<file path="config.mk">
export PLATFORM = sky130hd
export DESIGN_NAME = uart_tx
export DESIGN_NICKNAME = d
export VERILOG_FILES = /design/src/rtl/uart_pkg.sv /design/src/rtl/uart_baud_gen.sv /design/src/rtl/uart_tx.sv
export SDC_FILE = /design/constraint.sdc
export NUM_CORES = 1
export LEC_CHECK = 0
export CAP_MARGIN = 5
export CORE_UTILIZATION = 48
export DETAILED_ROUTE_END_ITERATION = 7
export PLACE_DENSITY = 0.71
export SKIP_LAST_GASP = 1
export SYNTH_ARGS = -nofsm -noshare
export SYNTH_HDL_FRONTEND = slang
export SYNTH_SLANG_ARGS = --single-unit
export TNS_END_PERCENT = 30
</file>
<file path="constraint.sdc">
create_clock -name clk -period 1.9 [get_ports clk]
set_input_delay 0.38 -clock clk [delete_from_list [all_inputs] [get_ports clk]]
set_output_delay 0.38 -clock clk [all_outputs]
set_load 0.02 [all_outputs]
</file>
<file path="src/rtl/uart_pkg.sv">
// Shared UART definitions: transmitter state encoding and line levels.
// Used by both the transmit and receive paths.
package uart_pkg;

  // Transmit frame states. PARITY is only reachable when the transmitter is
  // built with UART_TX_PARITY_EN defined.
  typedef enum logic [2:0] {
    IDLE   = 3'd0,
    START  = 3'd1,
    DATA   = 3'd2,
    PARITY = 3'd3,
    STOP   = 3'd4
  } tx_state_t;

  // Level the serial line rests at between frames (and the stop-bit level).
  localparam logic LINE_IDLE = 1'b1;

endpackage : uart_pkg

</file>
<file path="src/rtl/uart_baud_gen.sv">
// Bit-time counter. Counts 0..CLKS_PER_BIT-1 while enabled and pulses
// bit_end for one cycle on the last count of every bit period. Held at zero
// while disabled or restarting, so a new frame always begins a full bit.
module uart_baud_gen #(
  parameter int CLKS_PER_BIT = 16
) (
  input  logic clk,
  input  logic rst,
  input  logic restart,
  input  logic en,
  output logic bit_end
);

  localparam int CW = (CLKS_PER_BIT > 1) ? $clog2(CLKS_PER_BIT) : 1;
  localparam logic [CW-1:0] CNT_MAX = CW'(CLKS_PER_BIT - 1);

  logic [CW-1:0] cnt_q;
  logic [CW-1:0] cnt_d;

  // Next count and end-of-bit pulse.
  always_comb begin
    cnt_d   = cnt_q;
    bit_end = 1'b0;
    if (restart || !en) begin
      cnt_d = '0;
    end else if (cnt_q == CNT_MAX) begin
      cnt_d   = '0;
      bit_end = 1'b1;
    end else begin
      cnt_d = cnt_q + CW'(1);
    end
  end

  // Count register, cleared asynchronously.
  always_ff @(posedge clk or posedge rst) begin
    if (rst) begin
      cnt_q <= '0;
    end else begin
      cnt_q <= cnt_d;
    end
  end

endmodule : uart_baud_gen

</file>
<file path="src/rtl/uart_tx.sv">
// UART transmit serializer: accepts a byte over valid/ready and sends
// start bit, data LSB-first, optional parity, then STOP_BITS stop bits.
// Optional parity bit is enabled by defining UART_TX_PARITY_EN; PARITY_ODD
// then selects odd (1) or even (0) parity.
//
// Handshake: a byte is transferred on a rising clk edge where
// tx_valid && tx_ready. tx_ready is high only in IDLE; tx_valid seen while a
// frame is in flight is ignored, and tx_data is only sampled at the transfer
// edge.
module uart_tx
  import uart_pkg::*;
#(
  parameter int CLKS_PER_BIT = 16,
  parameter int DATA_BITS    = 8,
  parameter int STOP_BITS    = 1,
  parameter int PARITY_ODD   = 0
) (
  input  logic                 clk,
  input  logic                 RST,
  input  logic [DATA_BITS-1:0] tx_data,
  input  logic                 tx_valid,
  output logic                 tx_ready,
  output logic                 tx,
  output logic                 tx_busy,
  output logic                 tx_done
);

  // Elaboration-time parameter legality checks.
  if (CLKS_PER_BIT < 2) begin : g_bad_clks
    $error("uart_tx: CLKS_PER_BIT must be >= 2");
  end
  if (DATA_BITS < 5 || DATA_BITS > 8) begin : g_bad_data
    $error("uart_tx: DATA_BITS must be 5..8");
  end
  if (STOP_BITS != 1 && STOP_BITS != 2) begin : g_bad_stop
    $error("uart_tx: STOP_BITS must be 1 or 2");
  end
  if (PARITY_ODD != 0 && PARITY_ODD != 1) begin : g_bad_par
    $error("uart_tx: PARITY_ODD must be 0 or 1");
  end

  // Bit index counter also counts stop bits, which never exceed DATA_BITS.
  localparam int IW = $clog2(DATA_BITS + 1);
  localparam logic [IW-1:0] LAST_DATA = IW'(DATA_BITS - 1);
  localparam logic [IW-1:0] LAST_STOP = IW'(STOP_BITS - 1);

  tx_state_t            state_q, state_d;
  logic [DATA_BITS-1:0] shift_q, shift_d;
  logic [IW-1:0]        idx_q, idx_d;
  logic                 tx_q, tx_d;
  logic                 done_q, done_d;
  logic                 accept;
  logic                 bit_end;
`ifdef UART_TX_PARITY_EN
  logic                 parity_q, parity_d;
`endif

  assign tx_ready = (state_q == IDLE);
  assign tx_busy  = (state_q != IDLE);
  assign tx       = tx_q;
  assign tx_done  = done_q;
  assign accept   = tx_valid && tx_ready;

  uart_baud_gen #(
    .CLKS_PER_BIT(CLKS_PER_BIT)
  ) u_baud (
    .clk    (clk),
    .rst    (RST),
    .restart(accept),
    .en     (state_q != IDLE),
    .bit_end(bit_end)
  );

  // Next-state, shift register, line level and completion pulse.
  always_comb begin
    state_d  = state_q;
    shift_d  = shift_q;
    idx_d    = idx_q;
    tx_d     = tx_q;
    done_d   = 1'b0;
`ifdef UART_TX_PARITY_EN
    parity_d = parity_q;
`endif
    case (state_q)
      IDLE: begin
        tx_d  = LINE_IDLE;
        idx_d = '0;
        if (accept) begin
          state_d  = START;
          shift_d  = tx_data;
          tx_d     = 1'b0;
`ifdef UART_TX_PARITY_EN
          parity_d = (^tx_data) ^ (PARITY_ODD != 0);
`endif
        end
      end
      START: begin
        if (bit_end) begin
          state_d = DATA;
          tx_d    = shift_q[0];
          shift_d = shift_q >> 1;
          idx_d   = '0;
        end
      end
      DATA: begin
        if (bit_end) begin
          if (idx_q == LAST_DATA) begin
`ifdef UART_TX_PARITY_EN
            state_d = PARITY;
            tx_d    = parity_q;
`else
            state_d = STOP;
            tx_d    = LINE_IDLE;
`endif
            idx_d   = '0;
          end else begin
            tx_d    = shift_q[0];
            shift_d = shift_q >> 1;
            idx_d   = idx_q + IW'(1);
          end
        end
      end
`ifdef UART_TX_PARITY_EN
      PARITY: begin
        if (bit_end) begin
          state_d = STOP;
          tx_d    = LINE_IDLE;
          idx_d   = '0;
        end
      end
`endif
      STOP: begin
        tx_d = LINE_IDLE;
        if (bit_end) begin
          if (idx_q == LAST_STOP) begin
            state_d = IDLE;
            done_d  = 1'b1;
            idx_d   = '0;
          end else begin
            idx_d = idx_q + IW'(1);
          end
        end
      end
      default: begin
        state_d = IDLE;
        tx_d    = LINE_IDLE;
        idx_d   = '0;
      end
    endcase
  end

  // Frame registers; reset forces the line idle immediately.
  always_ff @(posedge clk or posedge RST) begin
    if (RST) begin
      state_q  <= IDLE;
      shift_q  <= '0;
      idx_q    <= '0;
      tx_q     <= LINE_IDLE;
      done_q   <= 1'b0;
`ifdef UART_TX_PARITY_EN
      parity_q <= 1'b0;
`endif
    end else begin
      state_q  <= state_d;
      shift_q  <= shift_d;
      idx_q    <= idx_d;
      tx_q     <= tx_d;
      done_q   <= done_d;
`ifdef UART_TX_PARITY_EN
      parity_q <= parity_d;
`endif
    end
  end

endmodule : uart_tx

</file>
# After elaboration in Yosys (flattened, before gate mapping)
# Index checks and enable logic that the tools add are counted.
[totals]
elab_cells = 61
out_inout_bits = 4
regBits = 21
input_bits = 11
[classes]
muxes = 30
addsub = 2
n_reduce_logical = 11
eq_ne = 12
[op_table]
columns = ["op", "n"]
rows = [
  ["$mux W8", 4],
  ["$mux W4", 7],
  ["$pmux W8 S3", 1],
  ["$mux W3", 6],
  ["$ne A2 B2 Y1 const B", 6],
  ["$pmux W3 S4", 1],
  ["$pmux W4 S3", 1],
  ["$mux W1", 9],
  ["$add A4 B1 Y4 const B", 2],
  ["$reduce_and A6 Y1", 1],
  ["$reduce_bool A3 Y1", 2],
  ["$reduce_and A5 Y1", 1],
  ["$eq A4 B3 Y1 const B", 1],
  ["$eq A4 B4 Y1 const B", 1],
  ["$logic_not A4 Y1", 1],
  ["$eq A3 B1 Y1 const B", 1],
  ["$eq A3 B2 Y1 const B", 1],
  ["$eq A3 B3 Y1 const B", 1],
  ["$logic_not A3 Y1", 1],
  ["$pmux W1 S3", 1],
  ["$reduce_and A3 Y1", 1],
  ["$ne A2 B1 Y1 const B", 1],
  ["$reduce_and A2 Y1", 1],
  ["$logic_and A1 B1 Y1", 1],
  ["other kinds (2)", 2],
]

# Logic depth before layout (Yosys ltp)
# Gate-level depths: netlist of run 1.
[logic_depth]
ltp_word = 6
depth_mapped = 6
ltp_nobuf = 6

# By module
# A second synthesis of run 1 with hierarchy kept.
[hier_totals]
cells_unflattened = 104
area_unflattened_um2 = 1164.9
[modules_own_cells]
columns = ["module", "instances", "seq_area_each_um2", "area_per_inst_um2", "cells_each"]
rows = [
  ["uart_tx", 1, 426.7, 983.4, 87],
  ["uart_baud_gen", 1, 100.1, 181.4, 17],
]

# Worst setup path after synthesis of run 1
# OpenSTA, ideal clock, no wires.
[synth_timing]
kind = "register to output"
startpoint = "reg state_q[2]"
endpoint = "out tx_busy"
arrival_time_ns = 1.542
n_path_buf = 1
stages_incl_launch_ff = 4
setup_slack_ns = -0.022
required_time_ns = 1.520
path_cell_list = "dfrtp_1 > buf_4 > nor3_1 > inv_1"
[synth_between]
elab_chain_len = 1
[synth_lines]
columns = ["element", "line_no", "source"]
rows = [
  ["start, declared", "uart_tx.sv:47", "tx_state_t state_q, state_d;"],
  ["start signal, assigned", "uart_tx.sv:164", "state_q <= state_d;"],
  ["$reduce_bool A3 Y1", "uart_tx.sv:59", "assign tx_busy = (state_q != IDLE);"],
  ["end, declared", "uart_tx.sv:24", "output logic tx_busy,"],
]
# No other way between the ends.

# Worst setup path in the final report of run 1
[layout_timing]
startpoint = "reg tx_q (netlist: tx)"
endpoint = "out tx"
[layout_rtl]
columns = ["element", "line_no", "source"]
rows = [
  ["start, declared", "uart_tx.sv:50", "logic tx_q, tx_d;"],
  ["start signal, assigned", "uart_tx.sv:167", "tx_q <= tx_d;"],
  ["end, declared", "uart_tx.sv:23", "output logic tx,"],
]
# No word-level cell between the ends.

==> qor.txt, run 1 <==
H-Tree Depth - 1
Unrepaired setup endpoints after global routing - true
Critical path type - reg -> out
Largest net degree at the start of global routing - 15
Initial Util - 51.4%
Syn_nets - 110
Top_reg_cell synth - dfrtp_1
Critical-path cell with the highest stage delay - clkdlybuf4s50_1
# DRC - 0
Dpl cells - 142
Sinks on Clock Net - 21
Layout net count - 133
Core box area - 0.00221 sq mm
Post-route cell area - 0.00138 sq mm
WP buf/inv - 1
Post-synthesis sequential area ratio - 46.4%
Area post-placement - 0.00134 sq mm
CP Capture Type - primary output
Routed wire length - 1990 um
Die height - 50.7 um
Worst Path Arrival - 1.46 ns
Die W - 50.7 um
GR Overflow Total - 0
Worst hold slack - 0.288 ns
CTS root buffer - clkbuf_4
Slew @ Worst Pin - 0.352 ns
Share of cells above drive strength 1 - 30.5%
Total track usage - 17.5%
Cell family with most CP delay - buffers and inverters
PnR Total Power - 1.93 mW
Clk slew on worst S/H paths - 0.12 ns
Num CTS Buffers - 3
Post-synth EDFFs - 0
Fmax - 0.543 GHz
Minimum clock period - 1.84 ns
Core Util, Final - 62.2%
CTS tree - yes
CP Max Fanout - 2
Max Buffers Root-to-Sink - 2
WL per Instance - 13.6 um
First-pass GRT wire length - 3370 um
Post-CTS Setup Inserts - 0
Mapped Cells - 96
Worst skew pair latency - 0.31 ns
Gpl congestion - 0.758
Initial DRC count - 7
I/O pins - 15
TritonRoute pass-1 iters - 4
P per Cell Area - 1400 mW/mm^2
Port-buffer cells - 14
Critical path data required time - 1.52 ns
# diodes - 0
Post-DP HPWL - 1530 um
Place WS - -0.0377 ns
Max-slew violations - 0
Initial antenna violation count - 0
Status - finished, final reports clean
Drt via density - 5.49
Final antenna-violating net count - 0
Yosys cell types - 34
Slew margin rel. - 76.4%
Synth Register Bits - 21
Synth Area per Inst - 11.8 sq um
Commonest non-fill, non-tap cell in the layout - dfrtp_1
Synth-to-Final Area Change - 21.1%
Yosys warns - 0
Final Hold Viols - 0
FILL cells - 192
Peak VDD IR - 0.951 mV
DR vias - 801
Min-delay worst type - in -> async
Post-route insts no fill - 146
Endpoints failing setup - 0
# rows - 17
Synth Cell Area - 0.00114 sq mm
Final Cycle Share - 96.8%
Setup TNS - 0 ns
Most frequent cells in the layout - dfrtp_1 (18), mux2_2 (16), clkdlybuf4s50_1 (12)
Setup Skew - 0.00304 ns
Setup crit start kind - register
Die area - 0.00257 sq mm
Number of global-route vias before repair - 816
Synth async-reset ratio - 100%
Worst path cell trace - clkdlybuf4s50_1
Leak pwr - 0.612 nW
Fin worst setup slack - 0.0599 ns
Max incr delay on CP - 0.60 ns
MaxCap Viol Count - 0
## cell usage after synthesis (2+ instances only)
library cell / number / share of area [%]
a21oi_1: 3 / 1.3
a22o_1: 2 / 1.5
a2bb2oi_1: 2 / 1.5
and3_1: 2 / 1.1
buf_6: 2 / 2.0
dfrtp_1: 20 / 44
ha_1: 3 / 3.3
inv_1: 5 / 1.7
mux2_2: 16 / 16
nand2_1: 4 / 1.3
nand3b_1: 2 / 1.3
nor2_1: 4 / 1.3
nor2b_1: 3 / 1.7
nor3_1: 2 / 0.88
nor3b_1: 3 / 2.0
o21ai_0: 5 / 2.2
## state kept, by name (all words and copies together) (netlist names)
name          count
shift_q           8
state_q           3
idx_q             4
tx_done           1
u_baud.cnt_q      4
tx                1
## routing by layer
metal  GRT usage [%]  up-vias  routed length [um]
met5               0        -                   0
met4            6.94        0                  26
met3            2.73        2                  46
met2            30.2       12                1020
met1            21.8      396                 896
li1                -      391                   -
## power breakdown
part | internal, mW | total (mW) | switching [mW]
sequential | 0.617 | 0.751 | 0.134
combinational | 0.559 | 0.955 | 0.396
clock | 0.0787 | 0.220 | 0.142
## repair_timing
item | 4_1_cts | 5_1_grt
pin swaps | 0 | 1
setup endpoints to repair | 2 | 12
hold buffers | 0 | 0
gates resized for setup | 1 | 4
## logic make-up (layout without fill, tap and decap cells)
family	count (synthesis)	in the layout	share of synthesized area [%]
AND/OR/NAND/NOR	25	25	14.2
AO/OA/AOI/OAI	21	21	14.4
flip-flops	21	21	46.4
multiplexers	16	16	15.9
buffers and inverters	8	30	4.30
adder cells (fa/ha/maj)	3	3	3.30
XOR/XNOR	2	2	1.54
## layout make-up
class	instances	area, sq um	share of cell area (%)
Clock buffer	3	22.5	1.64
Multi-Input combinational cell	67	572	41.5
Sequential cell	21	529	38.5
Tap cell	28	35.0	2.55
Inverter	5	18.8	1.36
Timing Repair Buffer	21	194	14.1
Clock inverter	1	5.00	0.364
## final timing paths
check / startpoint / endpoint / slack [ns] / depth (start not counted)
worst min-delay path: RST / state_q[1] / 0.29 / 2
max in group asynchronous: RST / tx / 1.05 / 3
worst max-delay path: tx / tx / 0.06 / 1
min in group clk: u_baud.cnt_q[0] / u_baud.cnt_q[0] / 0.51 / 1
worst max register to register: state_q[1] / shift_q[5] / 0.08 / 4
worst min register to register: u_baud.cnt_q[0] / u_baud.cnt_q[0] / 0.51 / 1
Note: power is estimated with default switching activity, not from simulation.
==> run 2: changes to the inputs <==
- SKIP_LAST_GASP: 1 -> default
==> run 2 against run 1 <==
Effect of this change: core utilization increased by 0.057 points; die area did not move; worst hold slack hardly changed; wire length fell by 0.45%.
==> qor.txt, run 2 (synthesis results as in run 1) <==
Status - finished, final reports clean
Max-slew violations - 0
Worst hold slack - 0.288 ns
Slew @ Worst Pin - 0.392 ns
Initial antenna violation count - 0
Post-CTS Setup Inserts - 0
Core box area - 0.00221 sq mm
GR Layer Usage met1 - 21.8%
# DRC - 0
Slew margin rel. - 73.8%
Max Buffers Root-to-Sink - 2
Place WS - -0.0377 ns
I/O pins - 15
Setup Skew - 0.00385 ns
CP Capture Type - primary output
Cell family with most CP delay - buffers and inverters
Die height - 50.7 um
Max incr delay on CP - 0.60 ns
Worst skew pair latency - 0.31 ns
Drt via density - 5.47
Number of global-route vias before repair - 816
P per Cell Area - 1390 mW/mm^2
Worst path cell trace - clkdlybuf4s50_1
Flop2flop setup slack - 0.10 ns
TritonRoute pass-1 iters - 4
Min-delay worst type - in -> async
Fin worst setup slack - 0.0603 ns
Met2 Use GR - 30.2%
First-pass GRT wire length - 3370 um
WL per Instance - 13.5 um
H-Tree Depth - 1
Clk slew on worst S/H paths - 0.12 ns
Final antenna-violating net count - 0
Core Util, Final - 62.3%
Met3 Usage GRT - 2.73%
Gr busiest metal - met2
Initial DRC count - 7
Max reg flops - 8
Share of cells above drive strength 1 - 32.2%
Gpl congestion - 0.758
Port-buffer cells - 14
Total track usage - 17.5%
Final Cycle Share - 96.8%
CTS root buffer - clkbuf_4
# rows - 17
Critical-path cell with the highest stage delay - clkdlybuf4s50_1
Leak pwr - 0.610 nW
Die W - 50.7 um
DR vias - 799
Worst Path Arrival - 1.46 ns
Largest net degree at the start of global routing - 15
Most frequent cells in the layout - dfrtp_1 (18), mux2_2 (16), clkdlybuf4s50_1 (12)
Sinks on Clock Net - 21
Largest registers - shift_q x8, idx_q x4, u_baud.cnt_q x4
Num CTS Buffers - 3
FILL cells - 191
WP buf/inv - 1
Peak VDD IR - 0.953 mV
CP Max Fanout - 2
Routed wire length - 1980 um
MaxCap Viol Count - 0
Commonest non-fill, non-tap cell in the layout - dfrtp_1
Layout net count - 133
Fmax - 0.544 GHz
# diodes - 0
Setup crit start kind - register
CTS tree - yes
Post-DP HPWL - 1530 um
Reg with most FFs - shift_q
Initial Util - 51.4%
Die area - 0.00257 sq mm
Synth-to-Final Area Change - 21.3%
Endpoints failing setup - 0
Final Hold Viols - 0
GR Overflow Total - 0
Unrepaired setup endpoints after global routing - false
Critical path type - reg -> out
Minimum clock period - 1.84 ns
Critical path data required time - 1.52 ns
[run 2: path summary, 6_finish.rpt]
check                                 from         endpoint  depth (start not counted)
hold reg to reg            u_baud.cnt_q[0]  u_baud.cnt_q[0]                          1
max in group asynchronous              RST               tx                          3
min in group clk           u_baud.cnt_q[0]  u_baud.cnt_q[0]                          1
hold / removal                         RST       state_q[1]                          2
setup reg to reg                  idx_q[0]       shift_q[1]                          5
setup / recovery                        tx               tx                          1
[run 2: repair_timing]
| action | in CTS | in global routing |
|---|---|---|
| hold buffers | 0 | 0 |
| setup endpoints to repair | 2 | 10 |
| gates resized for setup | 4 | 2 |
| pin swaps | 0 | 1 |
[run 2: power breakdown]
part,internal (mW),total [mW],switching [mW]
combinational,0.552,0.950,0.398
sequential,0.617,0.749,0.131
clock,0.0787,0.221,0.142
[run 2: area by class of cell]
| cell class | instances | area (sq um) | share of cell area, % |
|---|---|---|---|
| flip-flops and latches | 21 | 529 | 38.4 |
| multi-input cells | 67 | 577 | 41.9 |
| clock buffers | 3 | 22.5 | 1.63 |
| well taps | 28 | 35.0 | 2.54 |
| clock inverters | 1 | 5.00 | 0.363 |
| repair buffers | 21 | 190 | 13.8 |
| inverters | 5 | 18.8 | 1.36 |
[run 2: metrics by stage]
stage,instances,setup TNS (ns),cell area (sq um),power (mW)
finish,146,0,1380,1.92
global route,146,0,1380,2.06
CTS,146,0,1370,1.94
detailed placement,142,-0.201,1340,1.72
global placement,142,0,1340,1.68
floorplan,96,0,1140,1.49
[run 2: metal layers]
metal	routed length (um)	share of wire, %
met3	49	2.5
met2	1020	52
met4	23	1.2
met1	884	45
met5	0	0
==> run 3: changes to the inputs <==
- clock period: 1.9 -> 2.1 ns (I/O delays scaled with it)
==> run 3 against run 2 <==
Effect of this change: combinational power is 11% lower; critical path depth is 2 higher; global-route usage is 0.23 points lower; clock power is 11% lower; sequential share of layout area is 0.78 points higher; power is 11% lower; count of clock-buffer cells in the layout is 1 higher; cell area is 2.0% lower; critical endpoint is now tx_busy; clock skew hardly changed; setup slack better by 0.016 ns.
==> qor.txt, run 3 (synthesis results as in run 1) <==
Reg with most FFs - shift_q
Largest net degree at the start of global routing - 22
Num CTS Buffers - 3
GR Overflow Total - 0
Drt via density - 5.49
Clk slew on worst S/H paths - 0.12 ns
WL per Instance - 12.8 um
Final Cycle Share - 96.3%
Unrepaired setup endpoints after global routing - false
DR vias - 785
Worst path cell trace - nor3_4 -> inv_1 -> clkdlybuf4s50_1
Area post-placement - 0.00130 sq mm
Layout net count - 130
Total track usage - 17.3%
CP Capture Type - primary output
Critical path type - reg -> out
# DRC - 0
Share of cells above drive strength 1 - 27.8%
Synth-to-Final Area Change - 18.8%
Post-CTS Hold Buffers - 0
Worst Path Arrival - 1.60 ns
FILL cells - 187
Post-DP HPWL - 1350 um
Initial Util - 51.4%
Fmax - 0.494 GHz
TritonRoute pass-1 iters - 4
H-Tree Depth - 1
Initial DRC count - 10
First-pass GRT wire length - 3320 um
Worst skew pair latency - 0.30 ns
Max-slew violations - 0
Setup crit start kind - register
Final antenna-violating net count - 0
Post-route insts no fill - 143
CTS root buffer - clkbuf_4
Minimum clock period - 2.02 ns
Post-route cell area - 0.00135 sq mm
Min-delay worst type - in -> async
Final Hold Viols - 0
Peak VDD IR - 0.756 mV
Largest registers - shift_q x8, idx_q x4, u_baud.cnt_q x4
Slew @ Worst Pin - 0.383 ns
Status - finished, final reports clean
Dpl cells - 138
Gpl congestion - 0.791
Core box area - 0.00221 sq mm
Die W - 50.7 um
P per Cell Area - 1270 mW/mm^2
Max Buffers Root-to-Sink - 2
PnR Total Power - 1.71 mW
Sinks on Clock Net - 21
Commonest non-fill, non-tap cell in the layout - dfrtp_1
CTS tree - yes
Setup Skew - 0.00368 ns
Number of global-route vias before repair - 773
Leak pwr - 0.594 nW
WP buf/inv - 2
Initial antenna violation count - 0
Critical-path cell with the highest stage delay - clkdlybuf4s50_1
Die area - 0.00257 sq mm
Routed wire length - 1830 um
Critical path data required time - 1.68 ns
Max incr delay on CP - 0.53 ns
Setup TNS - 0 ns
Endpoints failing setup - 0
CP Max Fanout - 9
Port-buffer cells - 14
Cell family with most CP delay - buffers and inverters
Most frequent cells in the layout - dfrtp_1 (18), mux2_2 (16), clkdlybuf4s50_1 (13)
I/O pins - 15
MaxCap Viol Count - 0
# rows - 17
Max reg flops - 8
# diodes - 0
Slew margin rel. - 74.4%
Die height - 50.7 um
run 3: area by class of cell:
type                    instances  area (sq um)  share of cell area [%]
clock buffers                   4          26.3                    1.95
inverters                       5          18.8                    1.39
multi-input cells              67           572                    42.4
flip-flops and latches         21           529                    39.2
well taps                      28          35.0                    2.60
repair buffers                 18           169                    12.5
run 3: final timing paths:
path | startpoint | end | slack (ns) | depth (start not counted)
min reg2reg | u_baud.cnt_q[0] | u_baud.cnt_q[0] | 0.51 | 1
min in group clk | u_baud.cnt_q[0] | u_baud.cnt_q[0] | 0.51 | 1
max in group asynchronous | RST | tx | 1.40 | 3
max | state_q[0] | tx_busy | 0.08 | 3
max reg2reg | state_q[0] | shift_q[6] | 0.18 | 5
min | RST | shift_q[1] | 0.43 | 3
run 3: repair_timing:
| item | CTS | global route |
|---|---|---|
| resized for setup | 2 | 3 |
| setup endpoints to repair | 2 | 1 |
| endpoints found under the hold margin | 0 | 0 |
| buffers inserted | 0 | 1 |
run 3: power breakdown:
group / switching (mW) / total [mW] / leakage (nW) / internal [mW]
Sequential: 0.118 / 0.677 / 0.263 / 0.559
Clock: 0.122 / 0.197 / 0.0150 / 0.0741
Combinational: 0.359 / 0.842 / 0.316 / 0.482
Total: 0.600 / 1.71 / 0.594 / 1.11
run 3: layer usage:
layer / track usage [%] / vias up / part of all wire [%]
met4: 8.33 / 0 / 1.6
met2: 27.3 / 12 / 47
met5: 0 / - / 0
li1: - / 385 / -
met3: 2.73 / 4 / 2.4
met1: 23.0 / 384 / 49
run 3: per-stage QoR:
step / hold slack, ns / utilization [%] / setup slack, ns
after floorplan: 0.396 / - / 0.138
after global placement: 0.483 / 58.9 / 0.175
after detailed placement: 0.493 / 58.9 / 0.153
after CTS: 0.432 / 60.3 / 0.0113
after global routing: 0.467 / 61.0 / 0.0113
final: 0.428 / 61.0 / 0.0768
run 3: worst min-delay path, delay by kind of cell:
| family | cells | cell delay [ns] |
|---|---|---|
| buffers and inverters | 3 | 0.71 |
